--- config.mk ---
export PLATFORM = sky130hd
export DESIGN_NAME = tw_axis_frame_monitor_flat
export DESIGN_NICKNAME = d
export VERILOG_FILES = /design/src/rtl/tw_stream_pkg.sv /design/src/rtl/tw_axis_frame_monitor_if.sv /design/src/rtl/tw_axis_skid.sv /design/src/rtl/tw_axis_frame_monitor.sv /design/src/flat_wrapper.sv
export SDC_FILE = /design/constraint.sdc
export NUM_CORES = 1
export LEC_CHECK = 0
export ABC_AREA = 1
export CAP_MARGIN = 40
export CORE_MARGIN = 2
export CORE_UTILIZATION = 48
export DETAILED_ROUTE_END_ITERATION = 8
export PLACE_DENSITY = 0.78
export SETUP_SLACK_MARGIN = 0.5
export SYNTH_ARGS = -nofsm -noshare
export SYNTH_HDL_FRONTEND = slang
export SYNTH_SLANG_ARGS = --single-unit
--- constraint.sdc ---
create_clock -name s_axis_aclk -period 5.2 [get_ports s_axis_aclk]
set_input_delay 1.04 -clock s_axis_aclk [delete_from_list [all_inputs] [get_ports s_axis_aclk]]
set_output_delay 1.04 -clock s_axis_aclk [all_outputs]
set_load 0.005 [all_outputs]
--- src/rtl/tw_stream_pkg.sv ---
// Shared definitions for the torwave AXI4-Stream monitor path.
// Holds beat geometry, tkeep helpers and the frame-tracking state type.
package tw_stream_pkg;

   localparam int unsigned BEAT_BYTES = 8;
   localparam int unsigned DATA_W     = 8 * BEAT_BYTES;
   // Payload order: {tdata, tkeep, tlast, tuser}
   localparam int unsigned PAYLOAD_W  = DATA_W + BEAT_BYTES + 2;

   typedef enum logic {
      StIdle,
      StInFrame
   } frame_state_e;

   function automatic logic [3:0] keep_popcount(logic [7:0] keep);
      logic [3:0] n;
      n = '0;
      for (int i = 0; i < 8; i++) begin
         n = n + {3'b000, keep[i]};
      end
      return n;
   endfunction

   // A closing beat must carry a contiguous run of low bytes, at least one.
   function automatic logic keep_is_last_legal(logic [7:0] keep);
      return keep inside {8'h01, 8'h03, 8'h07, 8'h0F, 8'h1F, 8'h3F, 8'h7F, 8'hFF};
   endfunction

endpackage

--- src/rtl/tw_axis_frame_monitor_if.sv ---
// 64-bit AXI4-Stream bundle used on both sides of the frame monitor.
interface tw_axis_frame_monitor_if;

   logic [tw_stream_pkg::DATA_W-1:0]     tdata;
   logic [tw_stream_pkg::BEAT_BYTES-1:0] tkeep;
   logic                                 tvalid;
   logic                                 tlast;
   logic                                 tuser;
   logic                                 tready;

   modport master (
      output tdata, tkeep, tvalid, tlast, tuser,
      input  tready
   );

   modport slave (
      input  tdata, tkeep, tvalid, tlast, tuser,
      output tready
   );

endinterface

--- src/rtl/tw_axis_skid.sv ---
// Two-entry register slice: an output register plus one skid entry.
// Input ready is registered and simply means the skid entry is empty.
module tw_axis_skid #(
   parameter int unsigned Width = 74
) (
   input  logic             clk,
   input  logic             rst_n,
   input  logic [Width-1:0] in_data,
   input  logic             in_valid,
   output logic             in_ready,
   output logic [Width-1:0] out_data,
   output logic             out_valid,
   input  logic             out_ready
);

   logic [Width-1:0] skid_q;
   logic             skid_valid_q;
   logic             accept;
   logic             advance;

   assign accept  = in_valid && in_ready;
   assign advance = out_ready || !out_valid;

   always_ff @(posedge clk) begin
      if (!rst_n) begin
         skid_q       <= '0;
         skid_valid_q <= 1'b0;
         out_data     <= '0;
         out_valid    <= 1'b0;
         in_ready     <= 1'b1;
      end else if (advance) begin
         if (skid_valid_q) begin
            // in_ready is low here, so nothing new can arrive this cycle
            out_data     <= skid_q;
            out_valid    <= 1'b1;
            skid_valid_q <= 1'b0;
            in_ready     <= 1'b1;
         end else begin
            out_valid <= accept;
            if (accept) begin
               out_data <= in_data;
            end
         end
      end else if (accept) begin
         skid_q       <= in_data;
         skid_valid_q <= 1'b1;
         in_ready     <= 1'b0;
      end
   end

endmodule

--- src/rtl/tw_axis_frame_monitor.sv ---
// Pass-through AXIS stage between the torwave generator and the MAC that
// validates tkeep/length per frame and keeps total and 10 ms window statistics.
module tw_axis_frame_monitor
   import tw_stream_pkg::*;
#(
   parameter int unsigned MAX_FRAME_BYTES = 9600,
   parameter int unsigned CNT_WIDTH       = 32
) (
   input  logic                  s_axis_aclk,
   input  logic                  s_axis_aresetn,
   tw_axis_frame_monitor_if.slave  s_data,
   tw_axis_frame_monitor_if.master m_data,
   input  logic                  radio_start_10ms,
   input  logic                  clear_stats,
   output logic [CNT_WIDTH-1:0]  frame_count,
   output logic [CNT_WIDTH-1:0]  byte_count,
   output logic [15:0]           win_frames,
   output logic [31:0]           win_bytes,
   output logic                  err_keep,
   output logic                  err_oversize,
   output logic [15:0]           err_count,
   output logic                  frame_active
);

   logic                 s_ready;
   logic [PAYLOAD_W-1:0] out_payload;

   tw_axis_skid #(
      .Width (PAYLOAD_W)
   ) u_skid (
      .clk       (s_axis_aclk),
      .rst_n     (s_axis_aresetn),
      .in_data   ({s_data.tdata, s_data.tkeep, s_data.tlast, s_data.tuser}),
      .in_valid  (s_data.tvalid),
      .in_ready  (s_ready),
      .out_data  (out_payload),
      .out_valid (m_data.tvalid),
      .out_ready (m_data.tready)
   );

   assign s_data.tready = s_ready;
   assign {m_data.tdata, m_data.tkeep, m_data.tlast, m_data.tuser} = out_payload;

   frame_state_e state_q;
   logic [15:0]  len_q;
   logic         bad_q;
   logic [15:0]  wf_q;
   logic [31:0]  wb_q;

   logic                 acc;
   logic                 done;
   logic [3:0]           beat_bytes;
   logic [3:0]           add_bytes;
   logic                 keep_bad;
   logic [16:0]          len_sum;
   logic [15:0]          len_next;
   logic                 over;
   logic                 frame_bad;
   logic [16:0]          wf_sum;
   logic [15:0]          wf_next;
   logic [32:0]          wb_sum;
   logic [31:0]          wb_next;
   logic [CNT_WIDTH:0]   byte_sum;
   logic [CNT_WIDTH-1:0] byte_next;
   logic [CNT_WIDTH-1:0] frame_next;
   logic [15:0]          err_next;

   assign acc        = s_data.tvalid && s_ready;
   assign done       = acc && s_data.tlast;
   assign beat_bytes = keep_popcount(s_data.tkeep);
   assign add_bytes  = acc ? beat_bytes : 4'd0;
   assign keep_bad   = s_data.tlast ? !keep_is_last_legal(s_data.tkeep)
                                    : (s_data.tkeep != 8'hFF);

   assign len_sum   = {1'b0, len_q} + 17'(beat_bytes);
   assign len_next  = len_sum[16] ? 16'hFFFF : len_sum[15:0];
   assign over      = 32'(len_next) > MAX_FRAME_BYTES;
   assign frame_bad = bad_q || keep_bad || over;

   // Window sums already include the current cycle so a boundary pulse can close on them
   assign wf_sum  = {1'b0, wf_q} + 17'(done);
   assign wf_next = wf_sum[16] ? 16'hFFFF : wf_sum[15:0];
   assign wb_sum  = {1'b0, wb_q} + 33'(add_bytes);
   assign wb_next = wb_sum[32] ? 32'hFFFF_FFFF : wb_sum[31:0];

   assign byte_sum   = {1'b0, byte_count} + (CNT_WIDTH + 1)'(beat_bytes);
   assign byte_next  = byte_sum[CNT_WIDTH] ? '1 : byte_sum[CNT_WIDTH-1:0];
   assign frame_next = (frame_count == '1) ? frame_count : frame_count + CNT_WIDTH'(1);
   assign err_next   = (err_count == 16'hFFFF) ? err_count : err_count + 16'd1;

   assign frame_active = (state_q == StInFrame);

   // Frame tracking is deliberately untouched by clear_stats
   always_ff @(posedge s_axis_aclk) begin
      if (!s_axis_aresetn) begin
         state_q <= StIdle;
         len_q   <= '0;
         bad_q   <= 1'b0;
      end else if (acc) begin
         if (s_data.tlast) begin
            state_q <= StIdle;
            len_q   <= '0;
            bad_q   <= 1'b0;
         end else begin
            state_q <= StInFrame;
            len_q   <= len_next;
            bad_q   <= frame_bad;
         end
      end
   end

   always_ff @(posedge s_axis_aclk) begin
      if (!s_axis_aresetn || clear_stats) begin
         frame_count  <= '0;
         byte_count   <= '0;
         err_count    <= '0;
         err_keep     <= 1'b0;
         err_oversize <= 1'b0;
         wf_q         <= '0;
         wb_q         <= '0;
         win_frames   <= '0;
         win_bytes    <= '0;
      end else begin
         if (acc) begin
            byte_count   <= byte_next;
            err_keep     <= err_keep | keep_bad;
            err_oversize <= err_oversize | over;
            if (s_data.tlast) begin
               frame_count <= frame_next;
               if (frame_bad) begin
                  err_count <= err_next;
               end
            end
         end
         if (radio_start_10ms) begin
            win_frames <= wf_next;
            win_bytes  <= wb_next;
            wf_q       <= '0;
            wb_q       <= '0;
         end else begin
            wf_q <= wf_next;
            wb_q <= wb_next;
         end
      end
   end

endmodule

--- src/flat_wrapper.sv ---
// flat-port wrapper written by rule: the top's interface ports become plain ports
module tw_axis_frame_monitor_flat import tw_stream_pkg::*;
#(
   parameter int unsigned MAX_FRAME_BYTES = 9600,
   parameter int unsigned CNT_WIDTH       = 32
)
  (s_axis_aclk, s_axis_aresetn, radio_start_10ms, clear_stats, frame_count, byte_count, win_frames, win_bytes, err_keep, err_oversize, err_count, frame_active, s_data_tdata, s_data_tkeep, s_data_tvalid, s_data_tlast, s_data_tuser, s_data_tready, m_data_tdata, m_data_tkeep, m_data_tvalid, m_data_tlast, m_data_tuser, m_data_tready);
  tw_axis_frame_monitor_if s_data_i ();
  tw_axis_frame_monitor_if m_data_i ();
  input  logic s_axis_aclk;
  input  logic s_axis_aresetn;
  input  logic radio_start_10ms;
  input  logic clear_stats;
  output logic [CNT_WIDTH-1:0] frame_count;
  output logic [CNT_WIDTH-1:0] byte_count;
  output logic [15:0] win_frames;
  output logic [31:0] win_bytes;
  output logic err_keep;
  output logic err_oversize;
  output logic [15:0] err_count;
  output logic frame_active;
  input wire logic [$bits(s_data_i.tdata)-1:0] s_data_tdata;
  input wire logic [$bits(s_data_i.tkeep)-1:0] s_data_tkeep;
  input wire logic [$bits(s_data_i.tvalid)-1:0] s_data_tvalid;
  input wire logic [$bits(s_data_i.tlast)-1:0] s_data_tlast;
  input wire logic [$bits(s_data_i.tuser)-1:0] s_data_tuser;
  output wire logic [$bits(s_data_i.tready)-1:0] s_data_tready;
  output wire logic [$bits(m_data_i.tdata)-1:0] m_data_tdata;
  output wire logic [$bits(m_data_i.tkeep)-1:0] m_data_tkeep;
  output wire logic [$bits(m_data_i.tvalid)-1:0] m_data_tvalid;
  output wire logic [$bits(m_data_i.tlast)-1:0] m_data_tlast;
  output wire logic [$bits(m_data_i.tuser)-1:0] m_data_tuser;
  input wire logic [$bits(m_data_i.tready)-1:0] m_data_tready;
  assign s_data_i.tdata = s_data_tdata;
  assign s_data_i.tkeep = s_data_tkeep;
  assign s_data_i.tvalid = s_data_tvalid;
  assign s_data_i.tlast = s_data_tlast;
  assign s_data_i.tuser = s_data_tuser;
  assign s_data_tready = s_data_i.tready;
  assign m_data_tdata = m_data_i.tdata;
  assign m_data_tkeep = m_data_i.tkeep;
  assign m_data_tvalid = m_data_i.tvalid;
  assign m_data_tlast = m_data_i.tlast;
  assign m_data_tuser = m_data_i.tuser;
  assign m_data_i.tready = m_data_tready;
  tw_axis_frame_monitor #(.MAX_FRAME_BYTES(MAX_FRAME_BYTES), .CNT_WIDTH(CNT_WIDTH)) u_core (.s_axis_aclk(s_axis_aclk), .s_axis_aresetn(s_axis_aresetn), .s_data(s_data_i), .m_data(m_data_i), .radio_start_10ms(radio_start_10ms), .clear_stats(clear_stats), .frame_count(frame_count), .byte_count(byte_count), .win_frames(win_frames), .win_bytes(win_bytes), .err_keep(err_keep), .err_oversize(err_oversize), .err_count(err_count), .frame_active(frame_active));
endmodule
==> flow_results.xml <==
<?xml version="1.0" encoding="UTF-8"?>
<metrics>
  <group name="synth">
    <metric name="yosys.cell_types.count" unit="">48</metric>
    <metric name="synth.net_count" unit="">2313</metric>
    <metric name="synth_enable_flop_cells" unit="">0</metric>
    <metric name="synth_cells" unit="">2206</metric>
    <metric name="synth.avg_cell_area" unit="µm²">7.24</metric>
    <metric name="most_common_cell_in_the_synthesized_netlist" unit="">nand2_1</metric>
    <metric name="yosysTopAreaCell" unit="">dfxtp_1</metric>
    <metric name="yosysSeqAreaShare" unit="">0.435</metric>
    <metric name="synth.yosys.warnings" unit="">0</metric>
    <metric name="synth_top_cells_by_area" unit="">dfxtp_1 44%, nand2_1 11%, o21ai_0 6.8%</metric>
    <metric name="share_of_flip_flops_with_an_asynchronous_set_or_reset" unit="">0</metric>
    <metric name="synthesis.area" unit="µm²">16000</metric>
    <metric name="share_of_yosys_cell_area_claimed_by_the_top_area_cell_type" unit="">0.435</metric>
    <metric name="dominantRegCellSynth" unit="">dfxtp_1</metric>
    <metric name="ys_seq_elements" unit="">347</metric>
    <metric name="yosys-top-cells-count" unit="">485 x nand2_1, 347 x dfxtp_1, 278 x nor2_1</metric>
  </group>
  <group name="timing">
    <metric name="timing.clock.skew" unit="ns">0.0120</metric>
    <metric name="timing_max_transition_violations_final" unit="">0</metric>
    <metric name="setup_slack" unit="ns">0.387</metric>
    <metric name="grt_setup_unrepaired" unit="">true</metric>
    <metric name="final-setup-viol-count" unit="">0</metric>
    <metric name="finalCritPeriodShare" unit="">0.926</metric>
    <metric name="worst_slew_pin_slew" unit="ns">0.864</metric>
    <metric name="timing.max_slew.rel_slack" unit="">0.424</metric>
    <metric name="hold_violations" unit="">0</metric>
    <metric name="layout_min_cycle_time" unit="ns">4.81</metric>
    <metric name="achievable-frequency" unit="GHz">0.208</metric>
  </group>
  <group name="critical_path">
    <metric name="worstReg2RegEnd" unit="">u_core.win_frames[8]</metric>
    <metric name="critical_path.reg2reg.startpoint" unit="">u_core.u_skid.in_ready</metric>
    <metric name="startpoint" unit="">s_data_tkeep[1]</metric>
    <metric name="reg2reg_slack" unit="ns">1.93</metric>
    <metric name="end_kind" unit="">flip-flop</metric>
    <metric name="timing.critical_path.required" unit="ns">5.67</metric>
    <metric name="reg2reg_depth" unit="">12</metric>
    <metric name="capturing_element_of_the_worst_setup_path" unit="">u_core.win_bytes[22]</metric>
    <metric name="timing.critical_path.from_type" unit="">input port</metric>
    <metric name="critical_path_peak_fanout" unit="">4</metric>
    <metric name="worst-setup-path-type" unit="">input port to flip-flop</metric>
    <metric name="critical_path_data_arrival_time" unit="ns">5.28</metric>
  </group>
  <group name="routing">
    <metric name="routedLengthMet1" unit="mm">21.2</metric>
    <metric name="met2RoutedLength" unit="mm">23.6</metric>
    <metric name="postRouteWirelength" unit="mm">49.7</metric>
    <metric name="top_layer_used" unit="">met4</metric>
    <metric name="drt_wl_cell" unit="µm">16.4</metric>
    <metric name="detailedRoute.firstPassIterationCount" unit="">5</metric>
    <metric name="drc" unit="">0</metric>
    <metric name="final_antenna_net_count" unit="">0</metric>
    <metric name="vias_per_cell" unit="">5.40</metric>
    <metric name="dr_total_vias" unit="">16388</metric>
    <metric name="wl_met3" unit="mm">2.98</metric>
    <metric name="initialDrtViolationCount" unit="">1265</metric>
  </group>
  <group name="die">
    <metric name="die_area" unit="µm²">34700</metric>
    <metric name="initial_utilization" unit="">0.489</metric>
    <metric name="die_width" unit="µm">186</metric>
    <metric name="num_io_pins" unit="">287</metric>
    <metric name="coreArea" unit="µm²">32600</metric>
    <metric name="row_count" unit="">66</metric>
    <metric name="floorplan.die.height" unit="µm">186</metric>
  </group>
  <group name="global_route">
    <metric name="first_pass_grt_wire_length" unit="mm">78.4</metric>
    <metric name="maximum_number_of_pins_on_one_net_before_global_route_repair" unit="">97</metric>
    <metric name="overall_routing_resource_usage" unit="">0.268</metric>
    <metric name="globalRoute.totalOverflow" unit="">0</metric>
    <metric name="first_global_vias" unit="">15471</metric>
    <metric name="initial_antenna_violation_count" unit="">1</metric>
  </group>
  <group name="power_and_ir_drop">
    <metric name="irDropWorstVdd" unit="mV">0.228</metric>
    <metric name="power_switching" unit="µW">1580</metric>
    <metric name="comb_power_share" unit="">0.123</metric>
    <metric name="share_clk_of_total_power" unit="">0.434</metric>
    <metric name="power.switching_fraction" unit="">0.249</metric>
    <metric name="design_power_total" unit="µW">6350</metric>
    <metric name="powerDensity" unit="nW/µm²">286</metric>
    <metric name="internal-power" unit="µW">4770</metric>
    <metric name="power_leakage" unit="µW">0.00882</metric>
    <metric name="power.share.sequential" unit="">0.443</metric>
  </group>
  <group name="cts">
    <metric name="root_buffer" unit="">clkbuf_16</metric>
    <metric name="clock_sinks" unit="">347</metric>
    <metric name="max_h_tree_level" unit="">2</metric>
    <metric name="worst_setup_hold_path_clk_slew" unit="ns">0.06</metric>
    <metric name="cts_tree" unit="">built</metric>
    <metric name="holdBufCountCts" unit="">0</metric>
    <metric name="tritoncts.num_buffers" unit="">39</metric>
    <metric name="clkLatencyLatePin" unit="ns">0.53</metric>
    <metric name="clock_path_buffers" unit="">3</metric>
  </group>
  <group name="place">
    <metric name="gp_congestion" unit="">0.937</metric>
    <metric name="hpwl" unit="mm">33.6</metric>
    <metric name="dp_slack" unit="ns">-0.776</metric>
    <metric name="port_buffers" unit="">286</metric>
    <metric name="placed_cell_area" unit="µm²">20000</metric>
  </group>
  <group name="run_status">
    <metric name="status" unit="">completed</metric>
  </group>
  <group name="final_layout">
    <metric name="post_route_cells_drive_above_1_share" unit="">0.159</metric>
    <metric name="area_delta_synth_final" unit="%">39.2</metric>
    <metric name="design.final.nets" unit="">2668</metric>
    <metric name="postLayoutCellArea" unit="µm²">22200</metric>
  </group>
  <group name="min_path">
    <metric name="worstHoldPathType" unit="">flip-flop to flip-flop</metric>
  </group>
  <group name="run">
    <metric name="drv_cap" unit="">0</metric>
  </group>
</metrics>
==> layout by cell type (no fill, tap or decap), types with 5 or more instances in the layout <==
cell type | synthesis | routed
a21oi_2 | 10 | 24
or2_2 | 11 | 8
xor2_1 | 54 | 53
nand3_2 | 0 | 17
nand2_1 | 485 | 455
nand3b_1 | 9 | 9
nand2_4 | 2 | 7
clkbuf_8 | 0 | 6
fa_2 | 0 | 5
nor2_2 | 7 | 20
buf_6 | 1 | 22
a21oi_1 | 107 | 90
a31oi_1 | 89 | 87
nor2_4 | 2 | 17
clkbuf_16 | 0 | 41
xnor2_1 | 25 | 24
ha_1 | 20 | 17
nor2_1 | 278 | 250
o21ai_0 | 216 | 205
clkdlybuf4s50_1 | 0 | 281
nor4_1 | 16 | 15
a22o_1 | 15 | 15
o21ai_2 | 0 | 7
inv_1 | 173 | 160
nand4_1 | 29 | 29
nor3_1 | 44 | 42
nand3_1 | 98 | 69
dfxtp_1 | 347 | 346
buf_4 | 1 | 106
inv_2 | 10 | 20
o21ai_1 | 1 | 5
nand3_4 | 0 | 12
clkinv_2 | 0 | 12
nand2_2 | 18 | 41
==> metrics by stage <==
| step | utilization | hold WS (ns) | TNS (ns) | instances |
|---|---|---|---|---|
| 3_3_place_gp | 0.612 | 0.440 | -67.02 | 2924 |
| 4_1_cts | 0.661 | 0.460 | 0 | 3010 |
| 6_report | 0.681 | 0.456 | 0 | 3033 |
| 5_1_grt | 0.681 | 0.485 | 0 | 3033 |
| 3_5_place_dp | 0.613 | 0.445 | -75.02 | 2926 |
| 2_1_floorplan | - | 0.443 | 0 | 2206 |
==> worst min path at each step <==
stage | start | to | slack (ns) | depth (start not counted)
after floorplan | u_core.win_bytes[27] | u_core.win_bytes[27] | 0.44 | 2
after global placement | u_core.win_bytes[19] | u_core.win_bytes[19] | 0.44 | 2
after global routing | u_core.win_frames[5] | u_core.win_frames[5] | 0.49 | 2
final | u_core.win_frames[7] | u_core.win_frames[7] | 0.46 | 2
after detailed placement | u_core.win_frames[7] | u_core.win_frames[7] | 0.44 | 2
after CTS | u_core.win_frames[7] | u_core.win_frames[7] | 0.46 | 2
==> power by group through the flow <==
stage / Combinational [µW] / Sequential, µW / Clock, µW
finish: 779 / 2810 / 2760
global route: 852 / 2820 / 2930
CTS: 746 / 2810 / 2800
detailed placement: 720 / 2870 / 0
global placement: 704 / 2870 / 0
floorplan: 349 / 2860 / 0
==> sequential cells by signal, summed over array words and instances (netlist names) <==
signal                      count
u_core.wf_q                    16
u_core.len_q                   16
u_core.err_oversize             1
u_core.frame_active             1
u_core.u_skid.skid_q           74
u_core.byte_count              32
u_core.err_keep                 1
u_core.u_skid.skid_valid_q      1
u_core.frame_count             32
u_core.u_skid.in_ready          1
u_core.wb_q                    32
u_core.u_skid.out_data         74
u_core.win_bytes               32
u_core.win_frames              16
u_core.u_skid.out_valid         1
u_core.bad_q                    1
u_core.err_count               16
==> per-layer routing <==
layer  vias up  global-route usage
met4         0               0.106
met2       594               0.446
met5         -                   0
li1       7980                   -
met3       139              0.0440
met1      7675               0.349
==> final cells by class <==
class	instances	area, µm²
well taps	442	553
clock inverters	19	176
flip-flops and latches	347	6950
fillers	2670	10400
repair buffers	417	3990
inverters	185	713
clock buffers	51	1120
diodes	1	2.50
multi-input cells	1571	8720
==> kinds of logic (layout without fill, tap and decap cells) <==
group | after synthesis | after routing | synth area share
AOI/OAI and AO/OA | 451 | 451 | 0.156
muxes | 1 | 1 | 0.000627
and+or+nand+nor | 1011 | 1013 | 0.270
other | 0 | 1 | 0
xor gates and xnor gates | 79 | 79 | 0.0433
buffers and inverters | 290 | 672 | 0.0699
DFF | 347 | 347 | 0.435
adders and majority gates | 27 | 27 | 0.0245
==> critical path: stages <==
cell and delay [ns]:
buf_8 0.11, inv_8 0.04, ha_4 0.19, fa_1 0.49, fa_1 0.43, fa_2 0.37
fa_2 0.48, nor2_2 0.17, inv_1 0.08, fa_2 0.35, nand3b_1 0.18, nand2_2 0.11
nand2_4 0.07, nor2_4 0.13, nand2_4 0.09, inv_4 0.07, nand3_4 0.07, nor2_4 0.19
nand2_4 0.12, inv_8 0.09, buf_12 0.11, a21oi_4 0.03, o21ai_2 0.10, a22o_1 0.17
==> repair_timing <==
item,in CTS,in global routing
endpoints found under the setup margin,124,104
resized for setup,47,116
pin swaps,27,36
gates cloned,3,1
buffers inserted,11,21
Power figures use the tool's default switching activity.
